[src/rtl/pipe_pkg.sv]
// Decode-to-execute payload layout shared by decode, the D/E register and execute.
// Fields are packed MSB-first: control (19 bits) above data (175 bits).
package pipe_pkg;

  localparam int DE_CTRL_W    = 19;
  localparam int DE_DATA_W    = 175;
  localparam int DE_PAYLOAD_W = DE_CTRL_W + DE_DATA_W;

  localparam int REGWRITE_W   = 1;
  localparam int RESULTSRC_W  = 2;
  localparam int MEMWRITE_W   = 1;
  localparam int JUMP_W       = 1;
  localparam int BRANCH_W     = 1;
  localparam int ALUCTRL_W    = 4;
  localparam int ALUSRCA_W    = 2;
  localparam int ALUSRCB_W    = 1;
  localparam int ADDRCTRL_W   = 3;
  localparam int BRTYPE_W     = 3;
  localparam int XLEN         = 32;
  localparam int REG_W        = 5;

  localparam int PCPLUS4_OFF  = 0;
  localparam int IMMEXT_OFF   = 32;
  localparam int RD_OFF       = 64;
  localparam int RS2_OFF      = 69;
  localparam int RS1_OFF      = 74;
  localparam int PC_OFF       = 79;
  localparam int RD2_OFF      = 111;
  localparam int RD1_OFF      = 143;
  localparam int BRTYPE_OFF   = 175;
  localparam int ADDRCTRL_OFF = 178;
  localparam int ALUSRCB_OFF  = 181;
  localparam int ALUSRCA_OFF  = 182;
  localparam int ALUCTRL_OFF  = 184;
  localparam int BRANCH_OFF   = 188;
  localparam int JUMP_OFF     = 189;
  localparam int MEMWRITE_OFF = 190;
  localparam int RESULTSRC_OFF = 191;
  localparam int REGWRITE_OFF = 193;

  typedef struct packed {
    logic [REGWRITE_W-1:0]  reg_write;
    logic [RESULTSRC_W-1:0] result_src;
    logic [MEMWRITE_W-1:0]  mem_write;
    logic [JUMP_W-1:0]      jump;
    logic [BRANCH_W-1:0]    branch;
    logic [ALUCTRL_W-1:0]   alu_control;
    logic [ALUSRCA_W-1:0]   alu_src_a;
    logic [ALUSRCB_W-1:0]   alu_src_b;
    logic [ADDRCTRL_W-1:0]  addressing_control;
    logic [BRTYPE_W-1:0]    branch_type;
    logic [XLEN-1:0]        rd1;
    logic [XLEN-1:0]        rd2;
    logic [XLEN-1:0]        pc;
    logic [REG_W-1:0]       rs1;
    logic [REG_W-1:0]       rs2;
    logic [REG_W-1:0]       rd;
    logic [XLEN-1:0]        imm_ext;
    logic [XLEN-1:0]        pc_plus4;
  } de_payload_t;

endpackage

[src/rtl/de_lane_reg.sv]
// One D/E lane: valid + payload register and a saturating stall counter.
// Ports: ee/kill from top, valid_d/payload_d in, valid_e/payload_e/stall_cnt out.
module de_lane_reg
  import pipe_pkg::*;
#(
  parameter int PAYLOAD_W = DE_PAYLOAD_W,
  parameter int CNT_W     = 16
) (
  input  logic                 clk,
  input  logic                 rst,
  input  logic                 ee,
  input  logic                 kill,
  input  logic                 cnt_clr,
  input  logic                 valid_d,
  input  logic [PAYLOAD_W-1:0] payload_d,
  output logic                 valid_e,
  output logic [PAYLOAD_W-1:0] payload_e,
  output logic [CNT_W-1:0]     stall_cnt
);

  // Kill zeroes the whole payload so no stale operands leak downstream.
  always_ff @(posedge clk or posedge rst) begin
    if (rst) begin
      valid_e   <= 1'b0;
      payload_e <= '0;
    end else if (kill) begin
      valid_e   <= 1'b0;
      payload_e <= '0;
    end else if (ee) begin
      valid_e   <= valid_d;
      payload_e <= payload_d;
    end
  end

  // Count only cycles where a live instruction is held in place.
  always_ff @(posedge clk or posedge rst) begin
    if (rst) begin
      stall_cnt <= '0;
    end else if (cnt_clr) begin
      stall_cnt <= '0;
    end else if (valid_e && !ee && !kill && !(&stall_cnt)) begin
      stall_cnt <= stall_cnt + CNT_W'(1);
    end
  end

endmodule

[src/rtl/decode_execute_pipe_n.sv]
// LANES-wide decode-to-execute pipeline register with kill cascade and stall counters.
// Ports: en/flush/cnt_clr from hazard unit, valid_d/payload_d in, valid_e/payload_e/stall_cnt out.
module decode_execute_pipe_n
  import pipe_pkg::*;
#(
  parameter int LANES        = 2,
  parameter int PAYLOAD_W    = DE_PAYLOAD_W,
  parameter int YOUNGER_KILL = 1,
  parameter int LOCKSTEP     = 0,
  parameter int CNT_W        = 16
) (
  input  logic                       clk,
  input  logic                       rst,
  input  logic [LANES-1:0]           en,
  input  logic [LANES-1:0]           flush,
  input  logic                       cnt_clr,
  input  logic [LANES-1:0]           valid_d,
  input  logic [LANES*PAYLOAD_W-1:0] payload_d,
  output logic [LANES-1:0]           valid_e,
  output logic [LANES*PAYLOAD_W-1:0] payload_e,
  output logic [LANES*CNT_W-1:0]     stall_cnt
);

  logic [LANES-1:0] ee;
  logic [LANES-1:0] kill;
  logic             older;

  // older accumulates flushes of all lanes ahead in program order.
  always_comb begin
    ee    = '0;
    kill  = '0;
    older = 1'b0;
    for (int i = 0; i < LANES; i++) begin
      ee[i]   = (LOCKSTEP != 0) ? en[0] : en[i];
      kill[i] = flush[i] | ((YOUNGER_KILL != 0) & older);
      older   = older | flush[i];
    end
  end

  for (genvar g = 0; g < LANES; g++) begin : g_lane
    de_lane_reg #(
      .PAYLOAD_W (PAYLOAD_W),
      .CNT_W     (CNT_W)
    ) u_lane (
      .clk       (clk),
      .rst       (rst),
      .ee        (ee[g]),
      .kill      (kill[g]),
      .cnt_clr   (cnt_clr),
      .valid_d   (valid_d[g]),
      .payload_d (payload_d[g*PAYLOAD_W +: PAYLOAD_W]),
      .valid_e   (valid_e[g]),
      .payload_e (payload_e[g*PAYLOAD_W +: PAYLOAD_W]),
      .stall_cnt (stall_cnt[g*CNT_W +: CNT_W])
    );
  end

endmodule
[config.mk]
export PLATFORM = sky130hd
export DESIGN_NAME = decode_execute_pipe_n
export DESIGN_NICKNAME = d
export VERILOG_FILES = /design/src/rtl/pipe_pkg.sv /design/src/rtl/de_lane_reg.sv /design/src/rtl/decode_execute_pipe_n.sv
export SDC_FILE = /design/constraint.sdc
export NUM_CORES = 1
export LEC_CHECK = 0
export ABC_AREA = 1
export CAP_MARGIN = 20
export CORE_AREA = 2 2 321 323
export DETAILED_ROUTE_END_ITERATION = 8
export DIE_AREA = 0 0 323 325
export GPL_ROUTABILITY_DRIVEN = 0
export GPL_TIMING_DRIVEN = 0
export PLACE_DENSITY_LB_ADDON = 0.15
export SETUP_SLACK_MARGIN = 0.05
export SKIP_CTS_REPAIR_TIMING = 1
export SYNTH_ARGS = -nofsm -noshare
export SYNTH_HDL_FRONTEND = slang
export SYNTH_SLANG_ARGS = --single-unit
export TNS_END_PERCENT = 20
[constraint.sdc]
create_clock -name clk -period 18.5 [get_ports clk]
set_input_delay 4.625 -clock clk [delete_from_list [all_inputs] [get_ports clk]]
set_output_delay 4.625 -clock clk [all_outputs]
set_load 0.02 [all_outputs]
After elaboration in Yosys (flattened, before gate mapping)
Index checks and enable logic that the tools add are counted.
- multiplexer cells: 12
- reduce and logical (&&, ||, !) cells: 18
- add/sub/neg operators: 2
- bitwise gates (word level): 1
- operators with widths (kind ; number):
    194-bit 2-to-1 mux ; 4
    16-bit 2-to-1 mux ; 4
    16-bit by 1-bit adder with 16-bit output, second input constant ; 2
    16-bit AND reduction ; 2
    2-bit nonzero test ; 4
    1-bit logical AND ; 6
    1-bit logical NOT ; 6
    1-bit 2-to-1 mux ; 4
    1-bit OR ; 1
- input port bits: 397
- bits in registers: 422

Longest topological paths before layout
Gate-level depths: netlist (run 1).
- depth after elaboration: 6
- mapped depth: 10
- gate-level depth less buffers: 9

By module
Synthesis (run 1) repeated with hierarchy kept, for this count alone.
- cells, all modules: 2011
- area, all modules: 17257.8 sq um
- modules (own cells, without submodules) (module ; instances ; area an instance (sq um) ; sequential area each (sq um) ; cells each):
    de_lane_reg ; 2 ; 8623.3 ; 5280.1 ; 1004
    decode_execute_pipe_n ; 1 ; 11.3 ; 0.0 ; 3

Worst setup path before layout (run 1)
No wires, ideal clock.
- path kind: in2reg
- from: in en[0]
- to: reg g_lane[0].u_lane.stall_cnt[2]
- cell stages on the path: 7
- slack: 12.946 ns
- arrival: 5.436 ns
- data required time: 18.382 ns
- cells stage by stage: buf_2 -> nor2_4 -> nand2_1 -> nor2_2 -> nor2_4 -> nand2_1 -> nand2_1
- word-level cells in the longest chain between the ends: 5
- ends and longest elaborated chain (item ; line ; source):
    start: declaration ; decode_execute_pipe_n.sv:14 ; input logic [LANES-1:0] en,
    1-bit logical NOT ; de_lane_reg.sv:41 ; end else if (valid_e && !ee && !kill && !(&stall_cnt)) begin
    1-bit logical AND (3 in series) ; de_lane_reg.sv:41 ;
    2-bit nonzero test (no source line) ; -- ;
    end signal: assignment ; de_lane_reg.sv:42 ; stall_cnt <= stall_cnt + CNT_W'(1);
    end: declaration ; de_lane_reg.sv:18 ; output logic [CNT_W-1:0] stall_cnt
No other way between the ends.
A chain may end at the register's enable or synchronous reset.

Final worst setup path (run 1)
- from: reg g_lane[0].u_lane.payload_e[118]
- to: out payload_e[118]
- RTL lines (item ; line ; source):
    start: declaration ; de_lane_reg.sv:17 ; output logic [PAYLOAD_W-1:0] payload_e,
    start signal: assignment ; de_lane_reg.sv:31 ; payload_e <= payload_d;
    end: declaration ; decode_execute_pipe_n.sv:20 ; output logic [LANES*PAYLOAD_W-1:0] payload_e,
No word-level cell between the ends.

==> qor.yml, run 1 <==
outcome:
  status: "finished clean"
detailed_routing:
  drt_pass1_iterations: 5
  postRouteWirelength_um: 87300
  wl_per_cell_um: 20.2
  route.met3.wl_um: 6330
  drt-vias-per-instance: 3.91
  drc: 0
  drt-initial-drc-count: 839
  route.met2.wl_um: 43400
  vias: 16900
  drt-met1-wl_um: 35200
  highest_layer: "met5"
  ant_nets: 0
sta:
  hold_ws_ns: 0.467
  rsz0062_at_grt: "no"
  finalSetupTns_ns: 0
  finalSetupViolations: 0
  final_max_slew_viol_count: 0
  finalHoldViolCount: 0
  clock.fmax_ghz: 0.153
  finalCritPeriodShare_pct: 35.3
  worst_slack_ns: 11.98
  relSlewSlack_pct: 34.6
  layout_min_cycle_time_ns: 6.52
  worstMarginPinSlew_ns: 0.980
  finalClockSkew_ns: 0.0163
cells_and_area:
  layout_commonest_cell: "nand2_1"
  drive_gt1_share_pct: 6.11
  stdcell_count: 4322
  nFillCells: 11000
  layout-area-overhead-vs-synth_pct: 68.3
  utilization_pct: 29.0
  final_cell_mix: "nand2_1, clkdlybuf4s50_1, nand3_1"
  final_area_mm2: 0.0293
  nets: 3299
clock_network:
  htreeDepth: 2
  numCtsBuffers: 55
  clock-root-buffer: "clkbuf_16"
  cts_num_sinks: 422
  clk_path_buf_depth: 3
  cts_tree: "built"
  clk_pin_slew_ns: 0.07
  clock_latency_ns: 0.62
critical_path:
  worstSetupStartpointType: "flip-flop"
  crit_fanout: 2
  cpPeakStageDelay_ns: 0.90
  critical_path.cell_chain: "clkdlybuf4s50_1"
  critPathSlowestCell: "clkdlybuf4s50_1"
  cp_top_family: "buffers and inverters"
  cp.required_ns: 13.88
  reg2reg_from: "g_lane[1].u_lane.stall_cnt[1]$_DFFE_PP0P_"
  reg2reg_slack_ns: 16.78
  reg2regPathDepth: 8
  worstPathArrival_ns: 1.90
  critPathKind: "flip-flop to output pin"
  reg2reg_to: "g_lane[1].u_lane.stall_cnt[8]$_DFFE_PP0P_"
  path_buf_inv: 1
  cp-end-kind: "output pin"
pwr:
  power.total_mw: 2.46
  p_leak_nw: 13.9
  seqPwrFrac_pct: 39.9
  pwr-share-clk_pct: 45.9
  switching_share_pct: 27.1
  ir_drop_mv: 0.0766
  p_switching_mw: 0.667
  pwr_density_cell_mw_per_mm2: 83.9
  power_frac_comb_pct: 14.2
  p_int_mw: 1.79
synthesis:
  syn_area_per_cell_um2: 8.62
  synth.distinct_cells: 23
  synthCells: 2023
  synth.largest_area_cell: "dfrtp_1"
  synth_top_cell_area_share_pct: 60.6
  synth_fp_nets: 2422
  yosys_warnings: 0
  yosysSeqAreaShare_pct: 60.6
  syn-cell-area_mm2: 0.0174
  ys_seq_elements: 422
  synth_area_leaders: "dfrtp_1, nand2_1, nand3_1"
placed_design:
  post_dp_cell_area_mm2: 0.0274
  place_ws_ns: 11.37
  port_buffers: 816
  place_inst: 4211
  dpl.hpwl_um: 68000
die:
  rows: 117
  core_mm2: 0.101
  dieArea_mm2: 0.105
  fp.dieW_um: 323
  die_height_um: 325
  io_pins: 819
  initial_core_util_pct: 17.2
hold_path:
  whs_path_depth: 2
  hp-start: "g_lane[0].u_lane.payload_e[90]$_DFFE_PP0P_"
  hold_end: "g_lane[0].u_lane.payload_e[90]$_DFFE_PP0P_"
  hold_path_class: "flip-flop to flip-flop"
flow_run:
  max-cap-violations: 0
global_routing:
  grt_pass1_vias: 17500
  grt_util_all_layers_pct: 16.4
  grt_pass1_wl_um: 126000
  overflow: 0
  grt_max_degree: 94
  grt_antenna_before_repair: 13
[cell usage after synthesis, drive strengths merged]
cell type,number
buf,74
clkbuf,62
xnor2,1
nand2,897
o21ai,12
xor2,10
nor2,43
inv,38
clkinv,1
o21bai,3
nand4,5
nand3,445
ha,2
nand3b,8
dfrtp,422
[logic make-up (layout without fill, tap and decap cells)]
kind of cell | Yosys count | in the layout | share of synthesized area [%]
fa+ha+maj | 2 | 2 | 0.144
buf+inv | 175 | 1099 | 4.28
xor+xnor | 11 | 11 | 0.553
other cells | 0 | 7 | 0
simple gates | 1398 | 1398 | 34.0
flops | 422 | 422 | 60.6
compound gates | 15 | 15 | 0.474
[flip-flops by register name (all words and copies together), names as in the netlist]
| signal | count |
|---|---|
| g_lane.u_lane.payload_e | 388 |
| g_lane.u_lane.stall_cnt | 32 |
| g_lane.u_lane.valid_e | 2 |
[power by group through the flow]
stage | Clock (mW) | Sequential (mW) | Combinational (mW)
floorplan | 0 | 1.04 | 0.0820
global placement | 0 | 0.999 | 0.355
detailed placement | 0 | 0.998 | 0.357
CTS | 1.18 | 0.982 | 0.358
global route | 1.21 | 0.986 | 0.377
finish | 1.13 | 0.982 | 0.349
[how the worst max path moves through the flow]
stage                                                     start                                     endpoint  cells past startpoint
finish              g_lane[0].u_lane.payload_e[118]$_DFFE_PP0P_                               payload_e[118]                      1
global route        g_lane[0].u_lane.payload_e[118]$_DFFE_PP0P_                               payload_e[118]                      1
CTS                 g_lane[0].u_lane.payload_e[118]$_DFFE_PP0P_                               payload_e[118]                      1
detailed placement                                     flush[0]  g_lane[1].u_lane.payload_e[134]$_DFFE_PP0P_                      6
global placement                                            rst   g_lane[1].u_lane.payload_e[33]$_DFFE_PP0P_                      2
floorplan                                                   rst    g_lane[0].u_lane.payload_e[0]$_DFFE_PP0P_                      1
[final cells by class]
type	instances	area (µm²)	share of cell area, %
Antenna cell	7	17.5	0.0597
Buffer	136	599	2.04
Clock buffer	77	1630	5.56
Clock inverter	27	267	0.908
Inverter	39	154	0.524
Multi-Input combinational cell	1426	6130	20.9
Sequential cell	422	10600	36.0
Tap cell	1368	1710	5.83
Timing Repair Buffer	820	8280	28.2
[routing by layer]
layer,track usage [%],vias to the layer above
met4,5.24,14
met5,0,-
li1,-,8256
met1,19.2,8018
met2,28.2,481
met3,5.12,117
No activity file was read; power rests on OpenSTA's default activity.
==> inputs of run 2 (changes only) <==
Clock period 18.5 ns to 6.11 ns, I/O delays scaled along.
==> qor.yml, run 2 (synthesis gave the netlist of run 1 again) <==
cells_and_area:
  utilization_pct: 29.0  # about the same
  top_register: "g_lane.u_lane.payload_e"
  layout_commonest_cell: "nand2_1"
  final_area_mm2: 0.0294  # about the same
  stdcell_count: 4327  # +0.12%
  reg_top3: "g_lane.u_lane.payload_e: 388 flops, g_lane.u_lane.stall_cnt: 32 flops, g_lane.u_lane.valid_e: 2 flops"
  layout-area-overhead-vs-synth_pct: 68.4  # about the same
  nets: 3308  # +0.27%
  final_cell_mix: "nand2_1, clkdlybuf4s50_1, nand3_1"
  drive_gt1_share_pct: 5.79  # -0.31 points
  largest_reg_flops: 388  # unchanged
critical_path:
  critPathKind: "flip-flop to output pin"
  crit_fanout: 6  # +4
  cpPeakStageDelay_ns: 0.74  # -0.16 ns
  worstSetupStartpointType: "flip-flop"
  worstPathArrival_ns: 1.86  # -0.04 ns
  cp_top_family: "buffers and inverters"
  critical_path.cell_chain: "clkdlybuf4s50_1"
  cp-end-kind: "output pin"
  path_buf_inv: 1  # unchanged
  cp.required_ns: 4.58  # -9.30 ns
  critPathSlowestCell: "clkdlybuf4s50_1"
outcome:
  status: "finished clean"
sta:
  final_max_slew_viol_count: 0  # unchanged
  rsz0062_at_grt: "no"
  finalSetupTns_ns: 0  # unchanged
  worst_slack_ns: 2.72  # -9.26 ns
  hold_ws_ns: 0.465  # -0.00235 ns
  finalClockSkew_ns: 0.0102  # -0.00609 ns
  finalSetupViolations: 0  # unchanged
  worstMarginPinSlew_ns: 0.878  # -0.103 ns
  finalCritPeriodShare_pct: 55.5
  relSlewSlack_pct: 41.5  # +6.8 points
  finalHoldViolCount: 0  # unchanged
  layout_min_cycle_time_ns: 3.39
  clock.fmax_ghz: 0.295
die:
  rows: 117  # unchanged
  dieArea_mm2: 0.105  # unchanged
  fp.dieW_um: 323  # unchanged
  io_pins: 819  # unchanged
  die_height_um: 325  # unchanged
  initial_core_util_pct: 17.2  # unchanged
  core_mm2: 0.101  # unchanged
pwr:
  power.total_mw: 7.30  # +200%
  ir_drop_mv: 0.188  # +140%
  pwr_density_cell_mw_per_mm2: 248  # +200%
  p_leak_nw: 13.9  # about the same
global_routing:
  grt_pass1_vias: 17500  # -0.086%
  overflow: 0  # unchanged
  grt_max_degree: 38  # -60%
  grt_util_all_layers_pct: 16.3  # -0.11 points
  grt_pass1_wl_um: 125000  # -0.69%
  grt_antenna_before_repair: 15  # +2
clock_network:
  cts_tree: "built"
  clock_latency_ns: 0.63  # about the same
  htreeDepth: 2  # unchanged
  clock-root-buffer: "clkbuf_16"
  clk_pin_slew_ns: 0.06  # about the same
  numCtsBuffers: 55  # unchanged
  clk_path_buf_depth: 3  # unchanged
  cts_num_sinks: 422  # unchanged
placed_design:
  port_buffers: 816  # unchanged
  post_dp_cell_area_mm2: 0.0276  # +0.53%
  place_ws_ns: 2.24  # -9.12 ns
  place_inst: 4220  # +0.21%
  dpl.hpwl_um: 67800  # -0.27%
detailed_routing:
  postRouteWirelength_um: 86900  # -0.49%
  drt-vias-per-instance: 3.92  # +0.32%
  drt_pass1_iterations: 5  # unchanged
  ant_nets: 0  # unchanged
  wl_per_cell_um: 20.1  # -0.61%
  drc: 0  # unchanged
  vias: 17000  # +0.43%
  drt-initial-drc-count: 859  # +2.4%
hold_path:
  hold_path_class: "flip-flop to flip-flop"
flow_run:
  max-cap-violations: 0  # unchanged
-- run 2: changes by cell type in the layout (fill, tap and decap cells not counted), sizes merged, moves of 2 or more --
cell	change
clkinv	-10
inv	-2
clkinvlp	-2
clkbuf	+12
buf	+9
bufinv	-3
-- run 2: final timing paths --
kind	startpoint	end	slack [ns]	cells past startpoint
min	g_lane[1].u_lane.payload_e[100]$_DFFE_PP0P_	g_lane[1].u_lane.payload_e[100]$_DFFE_PP0P_	0.46	2
min in group asynchronous	rst	g_lane[1].u_lane.payload_e[37]$_DFFE_PP0P_	1.34	2
max	g_lane[1].u_lane.stall_cnt[13]$_DFFE_PP0P_	stall_cnt[29]	2.72	1
max in group asynchronous	rst	g_lane[1].u_lane.payload_e[120]$_DFFE_PP0P_	3.18	7
max reg2reg	g_lane[1].u_lane.stall_cnt[0]$_DFFE_PP0P_	g_lane[1].u_lane.stall_cnt[6]$_DFFE_PP0P_	4.38	8
min reg2reg	g_lane[1].u_lane.payload_e[100]$_DFFE_PP0P_	g_lane[1].u_lane.payload_e[100]$_DFFE_PP0P_	0.46	2
-- run 2: area by class of cell --
cell class,count,area [µm²]
fill,10900,71900
inverter,39,150
clock inverter,10,98.8
buffer,136,599
timing repair buffer,829,8430
clock buffer,89,1670
multi-input combinational,1426,6130
antenna,8,20.0
tap,1368,1710
sequential,422,10600
-- run 2: layer usage --
| layer | wire length, µm | vias to the layer above | global-route usage [%] |
|---|---|---|---|
| met5 | 87 | - | 0 |
| met4 | 2670 | 12 | 6.35 |
| met3 | 6060 | 121 | 4.79 |
| met2 | 44000 | 478 | 28.3 |
| met1 | 34100 | 8067 | 18.6 |
| li1 | - | 8281 | - |
-- run 2: power breakdown --
part	internal [mW]	switching, mW
combinational	0.504	0.559
clock	1.89	1.37
sequential	2.91	0.0649
==> inputs of run 3 (changes only) <==
Settings changed: CORE_AREA 2 2 321 323 to 2 2 322 324, DIE_AREA 0 0 323 325 to 0 0 324 326.
Clock period 6.11 ns to 2.95 ns, I/O delays scaled along.
==> qor.yml, run 3 (synthesis gave the netlist of run 1 again) <==
critical_path:
  cp.required_ns: 3.50  # -1.08 ns
  crit_fanout: 10  # +4
  reg2regPathDepth: 8  # unchanged
  path_depth: 6  # +5
  critPathKind: "input pin to flip-flop"
  cp-end-kind: "flip-flop"
  critPathSlowestCell: "clkbuf_1"
  worstPathArrival_ns: 3.35  # +1.49 ns
  worstSetupStartpointType: "input pin"
  critical_path.cell_chain: "clkdlybuf4s50_1, nor2_4, buf_2, clkbuf_1, nand3_1, nand2_1"
  cpPeakStageDelay_ns: 0.71  # -0.03 ns
  path_buf_inv: 3  # +2
  cp_top_family: "buffers and inverters"
die:
  core_mm2: 0.103  # +1.3%
  io_pins: 819  # unchanged
  initial_core_util_pct: 17.0  # -0.22 points
  dieArea_mm2: 0.106  # +0.62%
  die_height_um: 326  # +0.31%
  fp.dieW_um: 324  # +0.31%
  rows: 118  # +0.85%
sta:
  finalSetupViolations: 0  # unchanged
  rsz0062_at_grt: "no"
  worstMarginPinSlew_ns: 0.915  # +0.0372 ns
  finalHoldViolCount: 0  # unchanged
  final_max_slew_viol_count: 0  # unchanged
  relSlewSlack_pct: 39.0  # -2.5 points
  clock.fmax_ghz: 0.357
  layout_min_cycle_time_ns: 2.80
  finalClockSkew_ns: 0.0213  # +0.0111 ns
  finalCritPeriodShare_pct: 94.9
clock_network:
  cts_tree: "built"
  clock-root-buffer: "clkbuf_16"
  clk_path_buf_depth: 3  # unchanged
  clk_pin_slew_ns: 0.06  # about the same
  clock_latency_ns: 0.63  # about the same
  numCtsBuffers: 56  # +1.8%
  cts_num_sinks: 422  # unchanged
  htreeDepth: 2  # unchanged
cells_and_area:
  drive_gt1_share_pct: 5.92  # +0.13 points
  layout_commonest_cell: "nand2_1"
  multi_input_area_mm2: 0.00613  # unchanged
  layout-area-overhead-vs-synth_pct: 69.0
  largest_reg_flops: 388  # unchanged
  reg_top3: "g_lane.u_lane.payload_e: 388 flops, g_lane.u_lane.stall_cnt: 32 flops, g_lane.u_lane.valid_e: 2 flops"
  register_area_mm2: 0.0106  # unchanged
  top_register: "g_lane.u_lane.payload_e"
  final_cell_mix: "nand2_1, clkdlybuf4s50_1, nand3_1"
  nFillCells: 11100  # +1.3%
  stdcell_count: 4340  # +0.30%
  nets: 3309  # +0.030%
  final_area_mm2: 0.0295  # +0.36%
detailed_routing:
  drt-initial-drc-count: 738  # -14%
  ant_nets: 0  # unchanged
  drt-met1-wl_um: 32600  # -4.3%
  wl_per_cell_um: 19.7  # -1.8%
  drt_pass1_iterations: 5  # unchanged
  drt-vias-per-instance: 3.90  # -0.47%
  route.met3.wl_um: 6460  # +6.6%
  route.met2.wl_um: 44300  # +0.59%
  vias: 16900  # -0.17%
  drc: 0  # unchanged
  postRouteWirelength_um: 85600  # -1.5%
  highest_layer: "met5"
pwr:
  pwr_density_cell_mw_per_mm2: 518  # +110%
  power.total_mw: 15.3  # +110%
  ir_drop_mv: 0.472  # +150%
  p_leak_nw: 13.9  # +0.34%
placed_design:
  dpl.hpwl_um: 67700  # -0.16%
  place_inst: 4232  # +0.28%
  port_buffers: 816  # unchanged
  post_dp_cell_area_mm2: 0.0276  # about the same
flow_run:
  max-cap-violations: 0  # unchanged
global_routing:
  grt_pass1_vias: 17800  # +1.6%
  grt_pass1_wl_um: 124000  # -1.1%
  overflow: 0  # unchanged
  grt_antenna_before_repair: 10  # -5
  grt_util_all_layers_pct: 15.9  # -0.36 points
  grt_max_degree: 38  # unchanged
hold_path:
  hold_path_class: "flip-flop to flip-flop"
  whs_path_depth: 2  # unchanged
outcome:
  status: "finished clean"
run 3: cell count changes in the layout (fill, tap and decap cells not counted):
cell	change
diode_2	-4
buf_12	-1
clkinv_2	-2
bufinv_16	+1
clkbuf_1	+1
clkbuf_8	+5
buf_16	+1
run 3: final cells by class:
class	count	area share (%)
clock buffers	95	5.90
inverters	39	0.510
clock inverters	9	0.403
plain buffers	136	2.03
repair buffers	829	28.6
flip-flops and latches	422	35.8
diodes	4	0.0340
well taps	1380	5.86
multi-input cells	1426	20.8
run 3: metrics by stage:
stage               util, %  TNS (ns)  hold slack [ns]  worst slack [ns]
detailed placement     26.9    -83.05            0.457            -0.612
CTS                    28.7         0            0.471            0.0881
finish                 28.7         0            0.464             0.150
global placement       26.6  -3285.10            0.453             -7.69
floorplan                 -  -1468.97            0.495             -3.48
global route           28.7         0            0.477            0.0514
run 3: final timing paths:
path | from | end | slack [ns]
min | g_lane[0].u_lane.payload_e[55]$_DFFE_PP0P_ | g_lane[0].u_lane.payload_e[55]$_DFFE_PP0P_ | 0.46
max in group asynchronous | rst | g_lane[0].u_lane.stall_cnt[1]$_DFFE_PP0P_ | 0.85
min reg2reg | g_lane[0].u_lane.payload_e[55]$_DFFE_PP0P_ | g_lane[0].u_lane.payload_e[55]$_DFFE_PP0P_ | 0.46
min in group asynchronous | rst | g_lane[0].u_lane.payload_e[104]$_DFFE_PP0P_ | 0.52
max reg2reg | g_lane[0].u_lane.stall_cnt[1]$_DFFE_PP0P_ | g_lane[0].u_lane.stall_cnt[9]$_DFFE_PP0P_ | 1.23
max | flush[0] | g_lane[1].u_lane.payload_e[128]$_DFFE_PP0P_ | 0.15
run 3: where the power goes:
part | leakage, nW | internal (mW) | switching [mW]
Combinational | 7.32 | 1.04 | 1.16
Sequential | 5.71 | 6.03 | 0.133
Clock | 0.902 | 4.15 | 2.76
run 3: routing by layer:
layer / global-route usage, % / vias to the layer above
li1: - / 8261
met1: 17.7 / 8065
met2: 28.6 / 486
met3: 5.09 / 106
met4: 4.67 / 12
met5: 0 / -
run 3: worst reg2reg max path: cells and delay by family, from the launching register on:
| kind | cells | cell delay [ns] |
|---|---|---|
| AOI/OAI and AO/OA | 1 | 0.08 |
| adders and majority gates | 1 | 0.24 |
| DFF | 1 | 0.44 |
| and+or+nand+nor | 5 | 0.68 |
| buffers and inverters | 1 | 0.20 |
